**src/rtl/axis_fifo_if.sv**
```systemverilog
// AXI4-Stream beat bundle: payload, sideband and the valid/ready handshake.
// The master modport drives the beat; the slave modport returns tready.
interface axis_fifo_if #(
  parameter int DATA_WIDTH = 32,
  parameter int ID_WIDTH   = 4,
  parameter int DEST_WIDTH = 4,
  parameter int USER_WIDTH = 16
);
  localparam int STRB_WIDTH = DATA_WIDTH / 8;

  logic [DATA_WIDTH-1:0] tdata;
  logic [STRB_WIDTH-1:0] tstrb;
  logic [STRB_WIDTH-1:0] tkeep;
  logic [ID_WIDTH-1:0]   tid;
  logic [DEST_WIDTH-1:0] tdest;
  logic [USER_WIDTH-1:0] tuser;
  logic                  tlast;
  logic                  tvalid;
  logic                  tready;

  modport master (
    output tdata, tstrb, tkeep, tid, tdest, tuser, tlast, tvalid,
    input  tready
  );

  modport slave (
    input  tdata, tstrb, tkeep, tid, tdest, tuser, tlast, tvalid,
    output tready
  );
endinterface

```
**src/rtl/axis_fifo.sv**
```systemverilog
// First-word-fall-through AXI4-Stream FIFO carrying the full sideband per beat.
// Reports stored beats (level) and stored beats with tlast set (packets).
module axis_fifo #(
  parameter int DATA_WIDTH = 32,
  parameter int ID_WIDTH   = 4,
  parameter int DEST_WIDTH = 4,
  parameter int USER_WIDTH = 16,
  parameter int DEPTH      = 16,
  localparam int CW        = $clog2(DEPTH) + 1
) (
  input  logic          aclk,
  input  logic          aresetn,
  axis_fifo_if.slave    s,
  axis_fifo_if.master   m,
  output logic [CW-1:0] level,
  output logic [CW-1:0] packets
);
  localparam int KW = DATA_WIDTH / 8;
  localparam int AW = $clog2(DEPTH);
  localparam int PW = DATA_WIDTH + 2 * KW + ID_WIDTH + DEST_WIDTH + USER_WIDTH + 1;
  localparam logic [CW-1:0] ONE   = CW'(1);
  localparam logic [CW-1:0] FULL  = CW'(DEPTH);
  localparam logic [AW-1:0] P_ONE = AW'(1);

  logic [PW-1:0] mem [DEPTH];
  logic [AW-1:0] wr_ptr;
  logic [AW-1:0] rd_ptr;
  logic          rdy_en;
  logic          push;
  logic          pop;
  logic          pkt_in;
  logic          pkt_out;

  // Full and empty come from level alone; the pointers are equal in both cases.
  assign s.tready = rdy_en && (level != FULL);
  assign m.tvalid = (level != '0);

  assign push    = s.tvalid && s.tready;
  assign pop     = m.tvalid && m.tready;
  assign pkt_in  = push && s.tlast;
  assign pkt_out = pop && m.tlast;

  assign {m.tdata, m.tstrb, m.tkeep, m.tid, m.tdest, m.tuser, m.tlast} = mem[rd_ptr];

  // NOTE: storage has no reset; contents are only visible behind m.tvalid, and
  // leaving it out keeps the array mappable onto plain RAM/flop arrays.
  always_ff @(posedge aclk) begin
    if (push) begin
      mem[wr_ptr] <= {s.tdata, s.tstrb, s.tkeep, s.tid, s.tdest, s.tuser, s.tlast};
    end
  end

  // NOTE: all state uses non-blocking assignments so every register samples
  // pre-edge values, regardless of statement order.
  always_ff @(posedge aclk or negedge aresetn) begin
    if (!aresetn) begin
      rdy_en  <= 1'b0;
      wr_ptr  <= '0;
      rd_ptr  <= '0;
      level   <= '0;
      packets <= '0;
    end else begin
      // Holds s.tready low for the first edge after reset release.
      rdy_en <= 1'b1;

      if (push) wr_ptr <= wr_ptr + P_ONE;
      if (pop)  rd_ptr <= rd_ptr + P_ONE;

      unique case ({push, pop})
        2'b10:   level <= level + ONE;
        2'b01:   level <= level - ONE;
        default: level <= level;
      endcase

      unique case ({pkt_in, pkt_out})
        2'b10:   packets <= packets + ONE;
        2'b01:   packets <= packets - ONE;
        default: packets <= packets;
      endcase
    end
  end
endmodule

```
**src/flat_wrapper.sv**
```systemverilog
// flat-port wrapper written by rule: the top's interface ports become plain ports
module axis_fifo_flat 
#(
  parameter int DATA_WIDTH = 32,
  parameter int ID_WIDTH   = 4,
  parameter int DEST_WIDTH = 4,
  parameter int USER_WIDTH = 16,
  parameter int DEPTH      = 16,
  localparam int CW        = $clog2(DEPTH) + 1
)
  (aclk, aresetn, level, packets, s_tdata, s_tstrb, s_tkeep, s_tid, s_tdest, s_tuser, s_tlast, s_tvalid, s_tready, m_tdata, m_tstrb, m_tkeep, m_tid, m_tdest, m_tuser, m_tlast, m_tvalid, m_tready);
  axis_fifo_if #(.DATA_WIDTH(DATA_WIDTH), .ID_WIDTH(ID_WIDTH), .DEST_WIDTH(DEST_WIDTH), .USER_WIDTH(USER_WIDTH)) s_i ();
  axis_fifo_if #(.DATA_WIDTH(DATA_WIDTH), .ID_WIDTH(ID_WIDTH), .DEST_WIDTH(DEST_WIDTH), .USER_WIDTH(USER_WIDTH)) m_i ();
  input  logic aclk;
  input  logic aresetn;
  output logic [CW-1:0] level;
  output logic [CW-1:0] packets;
  input wire logic [$bits(s_i.tdata)-1:0] s_tdata;
  input wire logic [$bits(s_i.tstrb)-1:0] s_tstrb;
  input wire logic [$bits(s_i.tkeep)-1:0] s_tkeep;
  input wire logic [$bits(s_i.tid)-1:0] s_tid;
  input wire logic [$bits(s_i.tdest)-1:0] s_tdest;
  input wire logic [$bits(s_i.tuser)-1:0] s_tuser;
  input wire logic [$bits(s_i.tlast)-1:0] s_tlast;
  input wire logic [$bits(s_i.tvalid)-1:0] s_tvalid;
  output wire logic [$bits(s_i.tready)-1:0] s_tready;
  output wire logic [$bits(m_i.tdata)-1:0] m_tdata;
  output wire logic [$bits(m_i.tstrb)-1:0] m_tstrb;
  output wire logic [$bits(m_i.tkeep)-1:0] m_tkeep;
  output wire logic [$bits(m_i.tid)-1:0] m_tid;
  output wire logic [$bits(m_i.tdest)-1:0] m_tdest;
  output wire logic [$bits(m_i.tuser)-1:0] m_tuser;
  output wire logic [$bits(m_i.tlast)-1:0] m_tlast;
  output wire logic [$bits(m_i.tvalid)-1:0] m_tvalid;
  input wire logic [$bits(m_i.tready)-1:0] m_tready;
  assign s_i.tdata = s_tdata;
  assign s_i.tstrb = s_tstrb;
  assign s_i.tkeep = s_tkeep;
  assign s_i.tid = s_tid;
  assign s_i.tdest = s_tdest;
  assign s_i.tuser = s_tuser;
  assign s_i.tlast = s_tlast;
  assign s_i.tvalid = s_tvalid;
  assign s_tready = s_i.tready;
  assign m_tdata = m_i.tdata;
  assign m_tstrb = m_i.tstrb;
  assign m_tkeep = m_i.tkeep;
  assign m_tid = m_i.tid;
  assign m_tdest = m_i.tdest;
  assign m_tuser = m_i.tuser;
  assign m_tlast = m_i.tlast;
  assign m_tvalid = m_i.tvalid;
  assign m_i.tready = m_tready;
  axis_fifo #(.DATA_WIDTH(DATA_WIDTH), .ID_WIDTH(ID_WIDTH), .DEST_WIDTH(DEST_WIDTH), .USER_WIDTH(USER_WIDTH), .DEPTH(DEPTH)) u_core (.aclk(aclk), .aresetn(aresetn), .s(s_i), .m(m_i), .level(level), .packets(packets));
endmodule
```
**config.mk**
```make
export PLATFORM = sky130hd
export DESIGN_NAME = axis_fifo_flat
export DESIGN_NICKNAME = d
export VERILOG_FILES = /design/src/rtl/axis_fifo_if.sv /design/src/rtl/axis_fifo.sv /design/src/flat_wrapper.sv
export SDC_FILE = /design/constraint.sdc
export NUM_CORES = 1
export LEC_CHECK = 0
export CORE_UTILIZATION = 45
export DETAILED_ROUTE_END_ITERATION = 8
export GPL_TIMING_DRIVEN = 0
export SLEW_MARGIN = 20
export SYNTH_ARGS = -nofsm -noshare
export SYNTH_HDL_FRONTEND = slang
export SYNTH_SLANG_ARGS = --single-unit
```
**constraint.sdc**
```tcl
create_clock -name aclk -period 25.9 [get_ports aclk]
set_input_delay 3.885 -clock aclk [delete_from_list [all_inputs] [get_ports aclk]]
set_output_delay 3.885 -clock aclk [all_outputs]
set_load 0.02 [all_outputs]
```
==> flow_summary_export.csv, run 1 <==
group,metric,value,unit
sta,finalWorstSetupSlack,18170,ps
global_routing,grt_pass1_vias,20200,
global_routing,overflow,0,
sta,hold-worst-slack,536,ps
hold_path,hold_class,"reg2reg",
clocking,numCtsBuffers,108,
critical_path,end_kind,"output pin",
placement,port_buffers,145,
placement,dp_slack,18800,ps
yosys,async_reset_ff_share,1.79,%
power,power_density,110,nW/um2
floorplan,design.core.area,88400,um2
clocking,cts_setup_buffers,0,
sta,final_max_slew_viol_count,0,
floorplan,rows,109,
clocking,clock_path_buffers,3,
yosys,netlist_top_cells_area,"edfxtp_1 78%, mux4_2 15%, a22oi_1 2.4%, dfrtp_1 1.2%, nand2_1 0.76%",
critical_path,crit_buf_inv,4,
power,p_leak,15.5,nW
global_routing,grt_max_degree,36,
critical_path,crit_chain,"buf_2 -> nor2b_1 -> clkbuf_1 -> clkbuf_1 -> a22oi_1 -> nand2_1 -> clkdlybuf4s50_1",
yosys,synth_cells,1727,
sta,fin_tns_setup,0,ps
floorplan,ios,146,
floorplan,dieArea,90300,um2
yosys,syn-cell-area,40100,um2
critical_path,max_stage_delay,740,ps
critical_path,crit_type,"reg2out",
floorplan,die_w,301,um
sta,hold_viol_final,0,
clocking,clk_pin_slew,60,ps
detailed_routing,routedWlPerCell,27.6,um
yosys,synthDistinctLibCells,42,
critical_path,start_kind,"flop",
clocking,root_buffer,"clkbuf_16",
power,peakVddDrop,0.0625,mV
power,p_seq_share,38.3,%
yosys,syn_nets,1811,
layout,area_growth,19.6,%
sta,setup_viol,0,
sta,min_period_over_period,29.8,%
sta,fin_crit,7730,ps
clocking,cts.sinks,1059,
detailed_routing,drtIter0Drc,1768,
layout,drive_above_1_share,27.9,%
flow_run,cap_violations,0,
clocking,cts_tree,"yes",
power,swShare,30.5,%
floorplan,die_h,301,um
detailed_routing,vias,19200,
clocking,cts_resized,0,
detailed_routing,route.detailed.drc,0,
critical_path,required,22010,ps
layout,postLayoutCellArea,48000,um2
power,p_sw,1.61,mW
power,p_comb_share,32.1,%
sta,relSlewSlack,34.9,%
detailed_routing,wirelength,92.7,mm
clocking,cts-htree-levels,3,
placement,placed_area,44400,um2
yosys,ys_warn_count,0,
sta,fmax,129,MHz
floorplan,initial_core_util,45.4,%
sta,fin_worst_skew,25.5,ps
critical_path,cp_slowest_cell,"clkbuf_1",
yosys,seq_area_frac_synth,79.0,%
power,internal-power,3.65,mW
yosys,synth_common_cells,"1,040 x edfxtp_1, 260 x mux4_2, 128 x a22oi_1, 81 x nand2_1, 40 x clkbuf_1",
critical_path,critPathTopFamily,"buffers and inverters",
clocking,clk-insertion-delay-late,670,ps
yosys,synth.avg_cell_area,23.2,um2
yosys,synth_edf_count,1040,
detailed_routing,viasPerCell,5.71,
global_routing,grt.total_usage,20.9,%
layout,nNetsFinal,2192,
critical_path,path_common_cell,"clkbuf_1",
yosys,synth.most_common_cell,"edfxtp_1",
run_status,status,"finished clean",
yosys,ys_seq_elements,1059,
detailed_routing,drtAntennaViolNets,0,
sta,worstMarginPinSlew,977,ps
placement,place_congestion,0.725,
sta,rsz0062_at_grt,"false",
yosys,yosysTopAreaCellShare,77.9,%
global_routing,grt_pass1_wl,136,mm
global_routing,antenna_found_initial,8,
yosys,ys_dominant_reg_cell,"edfxtp_1",
clocking,postCtsHoldBufs,0,
critical_path,arrival,3840,ps
yosys,synth_top_area_cell,"edfxtp_1",
detailed_routing,drt_first_pass_iters,5,
critical_path,worstPathMaxFanout,10,
power,clock_power_share,29.7,%
placement,dp.final_hpwl,60.0,mm
power groups by stage:
stage	registers, mW	clock network (mW)	logic, mW
finish	2.01	1.56	1.69
global route	2.02	1.65	1.80
CTS	2.01	1.58	1.72
detailed placement	2.05	0	1.71
global placement	2.07	0	1.66
floorplan	2.06	0	1.03
state kept, by name, indices dropped and copies added, names as in the netlist:
signal,count
u_core.level,5
u_core.packets,5
u_core.rd_ptr,4
u_core.rdy_en,1
u_core.mem,1040
u_core.wr_ptr,4
routing by layer:
layer	global-route usage [%]	part of all wire (%)
met4	6.06	2.4
met5	0	0.069
met1	28.2	41
met3	2.89	5.3
met2	35.6	51
metrics by stage:
stage,utilization (%),power [mW],instances
after floorplan,-,3.09,1727
after global placement,48.7,3.73,3037
after detailed placement,50.2,3.76,3163
after CTS,54.3,5.32,3359
after global routing,54.3,5.47,3362
final,54.3,5.26,3362
cell families (layout without fill, tap and decap cells):
logic type	after synthesis	after routing	synth area share [%]
DFF	1059	1059	79.0
muxes	264	264	14.7
AOI/OAI and AO/OA	152	152	2.79
and+or+nand+nor	120	120	1.33
buffers and inverters	104	571	1.36
adders and majority gates	15	15	0.505
xor gates and xnor gates	12	12	0.262
other	1	4	0.00935
area by class of cell:
cell class	instances	area [um2]
clock inverter	58	636
inverter	11	41.3
antenna	3	7.51
fill	6762	40400
sequential	1059	31700
timing repair buffer	271	2720
tap	1165	1460
multi-input combinational	564	7960
clock buffer	138	2930
buffer	93	505
path summary, 6_finish.rpt:
check / cells past startpoint / end / from / slack (ps)
worst max-delay path: 7 / m_tstrb[1] / u_core.rd_ptr[3] / 18170
worst min-delay path: 2 / u_core.packets[3] / u_core.packets[3] / 540
worst max register to register: 11 / u_core.packets[4] / u_core.rd_ptr[0] / 22270
worst min register to register: 2 / u_core.packets[3] / u_core.packets[3] / 540
max in group asynchronous: 1 / u_core.wr_ptr[0] / aresetn / 21580
min in group asynchronous: 1 / u_core.packets[2] / aresetn / 3740
layout by cell type, fill, tap and decap left out, types with 3 or more instances in the layout:
cell | netlist | final
xnor2_1 | 9 | 9
bufinv_16 | 0 | 13
edfxtp_1 | 1040 | 1040
buf_2 | 35 | 82
a21oi_1 | 4 | 4
clkdlybuf4s50_1 | 0 | 145
a22oi_1 | 128 | 128
clkinv_2 | 0 | 13
o21ai_1 | 3 | 3
clkinv_1 | 0 | 23
nand3_1 | 4 | 4
buf_16 | 0 | 14
inv_1 | 6 | 6
buf_6 | 12 | 20
nor2_4 | 0 | 4
mux4_2 | 260 | 260
nor4b_2 | 0 | 4
clkbuf_1 | 40 | 63
clkinvlp_4 | 0 | 3
buf_12 | 0 | 10
and3_4 | 0 | 4
o21ai_0 | 5 | 5
diode_2 | 0 | 3
nor3_2 | 0 | 4
nand2_1 | 81 | 81
xor2_1 | 3 | 3
dfrtp_1 | 19 | 19
inv_2 | 5 | 5
clkbuf_8 | 0 | 3
clkbuf_16 | 0 | 112
o311ai_1 | 3 | 3
nor2b_1 | 4 | 4
ha_1 | 13 | 13
buf_4 | 6 | 53
worst min-delay path: stages, from the launching register on:
cell and delay, ps:
dfrtp_1 370, nand2_1 60, o21ai_1 60
(Power assumes the default switching activity.)
==> run 2, diff against run 1 <==
==> constraint.sdc (replaced) <==
create_clock -name aclk -period 7.7 [get_ports aclk]
set_input_delay 1.155 -clock aclk [delete_from_list [all_inputs] [get_ports aclk]]
set_output_delay 1.155 -clock aclk [all_outputs]
set_load 0.02 [all_outputs]
==> run 2 against run 1 <==
Compared with the run above: routed wire length rose by 2.0%; combinational power rose to 3.4 times the previous value; non-clock buffer count fell by 4; design area fell by 0.15%; first-iteration DRC count rose by 3.6%; global-route usage rose by 0.54 points; critical path depth did not move; cell count barely moved; count of clock-buffer cells in the layout fell by 2.
==> flow_summary_export.csv, run 2 (synthesis results as in run 1) <==
group,metric,value,unit
run_status,status,"finished clean",
critical_path,worstPathMaxFanout,10,
clocking,postCtsHoldBufs,0,
layout,final_common_cell,"edfxtp_1",
detailed_routing,vias,19400,
power,swShare,30.8,%
critical_path,cp_slowest_cell,"clkbuf_1",
layout,area_growth,19.4,%
layout,nNetsFinal,2188,
sta,fin_crit,4980,ps
clocking,numCtsBuffers,108,
clocking,clk_pin_slew,60,ps
layout,fin_cells,3360,
power,p_sw,5.43,mW
layout,finish.utilization,54.2,%
detailed_routing,drtIter0Drc,1832,
sta,min_period_over_period,64.7,%
sta,relSlewSlack,35.8,%
sta,fin_worst_skew,23.8,ps
critical_path,arrival,3830,ps
clocking,cts-htree-levels,3,
placement,placed_area,44400,um2
sta,rsz0062_at_grt,"false",
sta,setup_viol,0,
global_routing,overflow,0,
critical_path,crit_buf_inv,4,
layout,num-fill-cells,6742,
clocking,clk-insertion-delay-late,660,ps
power,clock_power_share,29.1,%
critical_path,max_stage_delay,720,ps
hold_path,hold_class,"reg2reg",
critical_path,end_kind,"output pin",
sta,final_max_slew_viol_count,0,
critical_path,path_common_cell,"clkbuf_1",
clocking,cts.sinks,1059,
global_routing,grt_max_degree,35,
placement,dp_slack,3260,ps
sta,hold_viol_final,0,
global_routing,grt.total_usage,21.4,%
power,power_density,367,nW/um2
floorplan,ios,146,
power,p_seq_share,38.5,%
layout,largest_reg_flops,1040,
layout,top_register,"u_core.mem",
clocking,root_buffer,"clkbuf_16",
critical_path,required,6550,ps
floorplan,rows,109,
power,internal-power,12.2,mW
detailed_routing,wirelength,94.6,mm
placement,port_buffers,145,
layout,drive_above_1_share,27.6,%
critical_path,crit_type,"reg2out",
floorplan,dieArea,90300,um2
sta,finalWorstSetupSlack,2720,ps
sta,fin_tns_setup,0,ps
sta,fmax,201,MHz
global_routing,grt_pass1_vias,20500,
placement,dp_cells,3159,
detailed_routing,drt_first_pass_iters,6,
clocking,clock_path_buffers,3,
floorplan,initial_core_util,45.4,%
detailed_routing,drtAntennaViolNets,0,
flow_run,cap_violations,0,
clocking,cts_resized,0,
placement,dp.final_hpwl,60.7,mm
power,p_comb_share,32.4,%
critical_path,start_kind,"flop",
sta,worstMarginPinSlew,959,ps
floorplan,design.core.area,88400,um2
layout,layout_common_cells,"1,040 x edfxtp_1, 260 x mux4_2, 145 x clkdlybuf4s50_1",
global_routing,grt_pass1_wl,139,mm
clocking,cts_setup_buffers,0,
detailed_routing,routedWlPerCell,28.2,um
clocking,cts_tree,"yes",
placement,place_congestion,0.731,
floorplan,die_h,301,um
layout,reg_top3,"u_core.mem: 1040 flops, u_core.level: 5 flops, u_core.packets: 5 flops",
detailed_routing,route.detailed.drc,0,
floorplan,die_w,301,um
critical_path,crit_chain,"buf_2 -> nor2b_1 -> clkbuf_1 -> clkbuf_1 -> a22oi_1 -> nand2_1 -> clkdlybuf4s50_1",
layout,postLayoutCellArea,47900,um2
critical_path,critPathTopFamily,"buffers and inverters",
power,p_leak,15.4,nW
global_routing,antenna_found_initial,11,
detailed_routing,viasPerCell,5.79,
power,peakVddDrop,0.281,mV
-- run 2: cell types whose count changed in the layout (fill, tap and decap cells not counted), sizes merged --
cell and change:
clkinvlp +2, bufinv -3, buf -4, clkinv +6
inv -1, clkbuf -2
-- run 2: layer usage --
layer  wire [um]  GRT usage (%)
met1       38100           28.7
met2       48600           36.3
met3        5880           3.93
met4        1950           5.79
met5         114              0
-- run 2: per-stage QoR --
stage	power (mW)	hold slack [ps]
after floorplan	10.4	573
after global placement	12.6	507
after detailed placement	12.7	519
after CTS	17.8	534
after global routing	18.3	566
final	17.6	530
-- run 2: layout make-up --
class / instances / area (um2) / share of cell area, %
Clock inverter: 62 / 552 / 1.15
Antenna cell: 3 / 7.51 / 0.0157
Tap cell: 1165 / 1460 / 3.04
Inverter: 11 / 41.3 / 0.0862
Clock buffer: 136 / 2910 / 6.09
Buffer: 93 / 505 / 1.06
Sequential cell: 1059 / 31700 / 66.2
Multi-Input combinational cell: 564 / 7970 / 16.6
Timing Repair Buffer: 267 / 2730 / 5.71
-- run 2: power by group through the flow --
stage	sequential (mW)	clock [mW]	combinational, mW
floorplan	6.93	0	3.45
global placement	6.96	0	5.62
detailed placement	6.89	0	5.81
CTS	6.77	5.21	5.84
global route	6.79	5.44	6.10
finish	6.77	5.12	5.70
-- run 2: worst paths after layout --
path                              startpoint                end  slack [ps]  cells after the start
max                         u_core.rd_ptr[2]        m_tdata[17]        2720                      7
min                        u_core.packets[0]  u_core.packets[0]         530                      1
max reg2reg                 u_core.rd_ptr[0]  u_core.packets[4]        4030                     11
min reg2reg                u_core.packets[0]  u_core.packets[0]         530                      1
max in group asynchronous            aresetn   u_core.wr_ptr[3]        6070                      1
min in group asynchronous            aresetn  u_core.packets[2]        1030                      1
-- run 2: worst register-to-register path, delay by kind of cell (launching register included) --
| kind | cells | cell delay, ps |
|---|---|---|
| AOI/OAI and AO/OA | 4 | 1040 |
| DFF | 1 | 340 |
| muxes | 1 | 250 |
| adders and majority gates | 2 | 750 |
| and+or+nand+nor | 1 | 160 |
| buffers and inverters | 3 | 1000 |
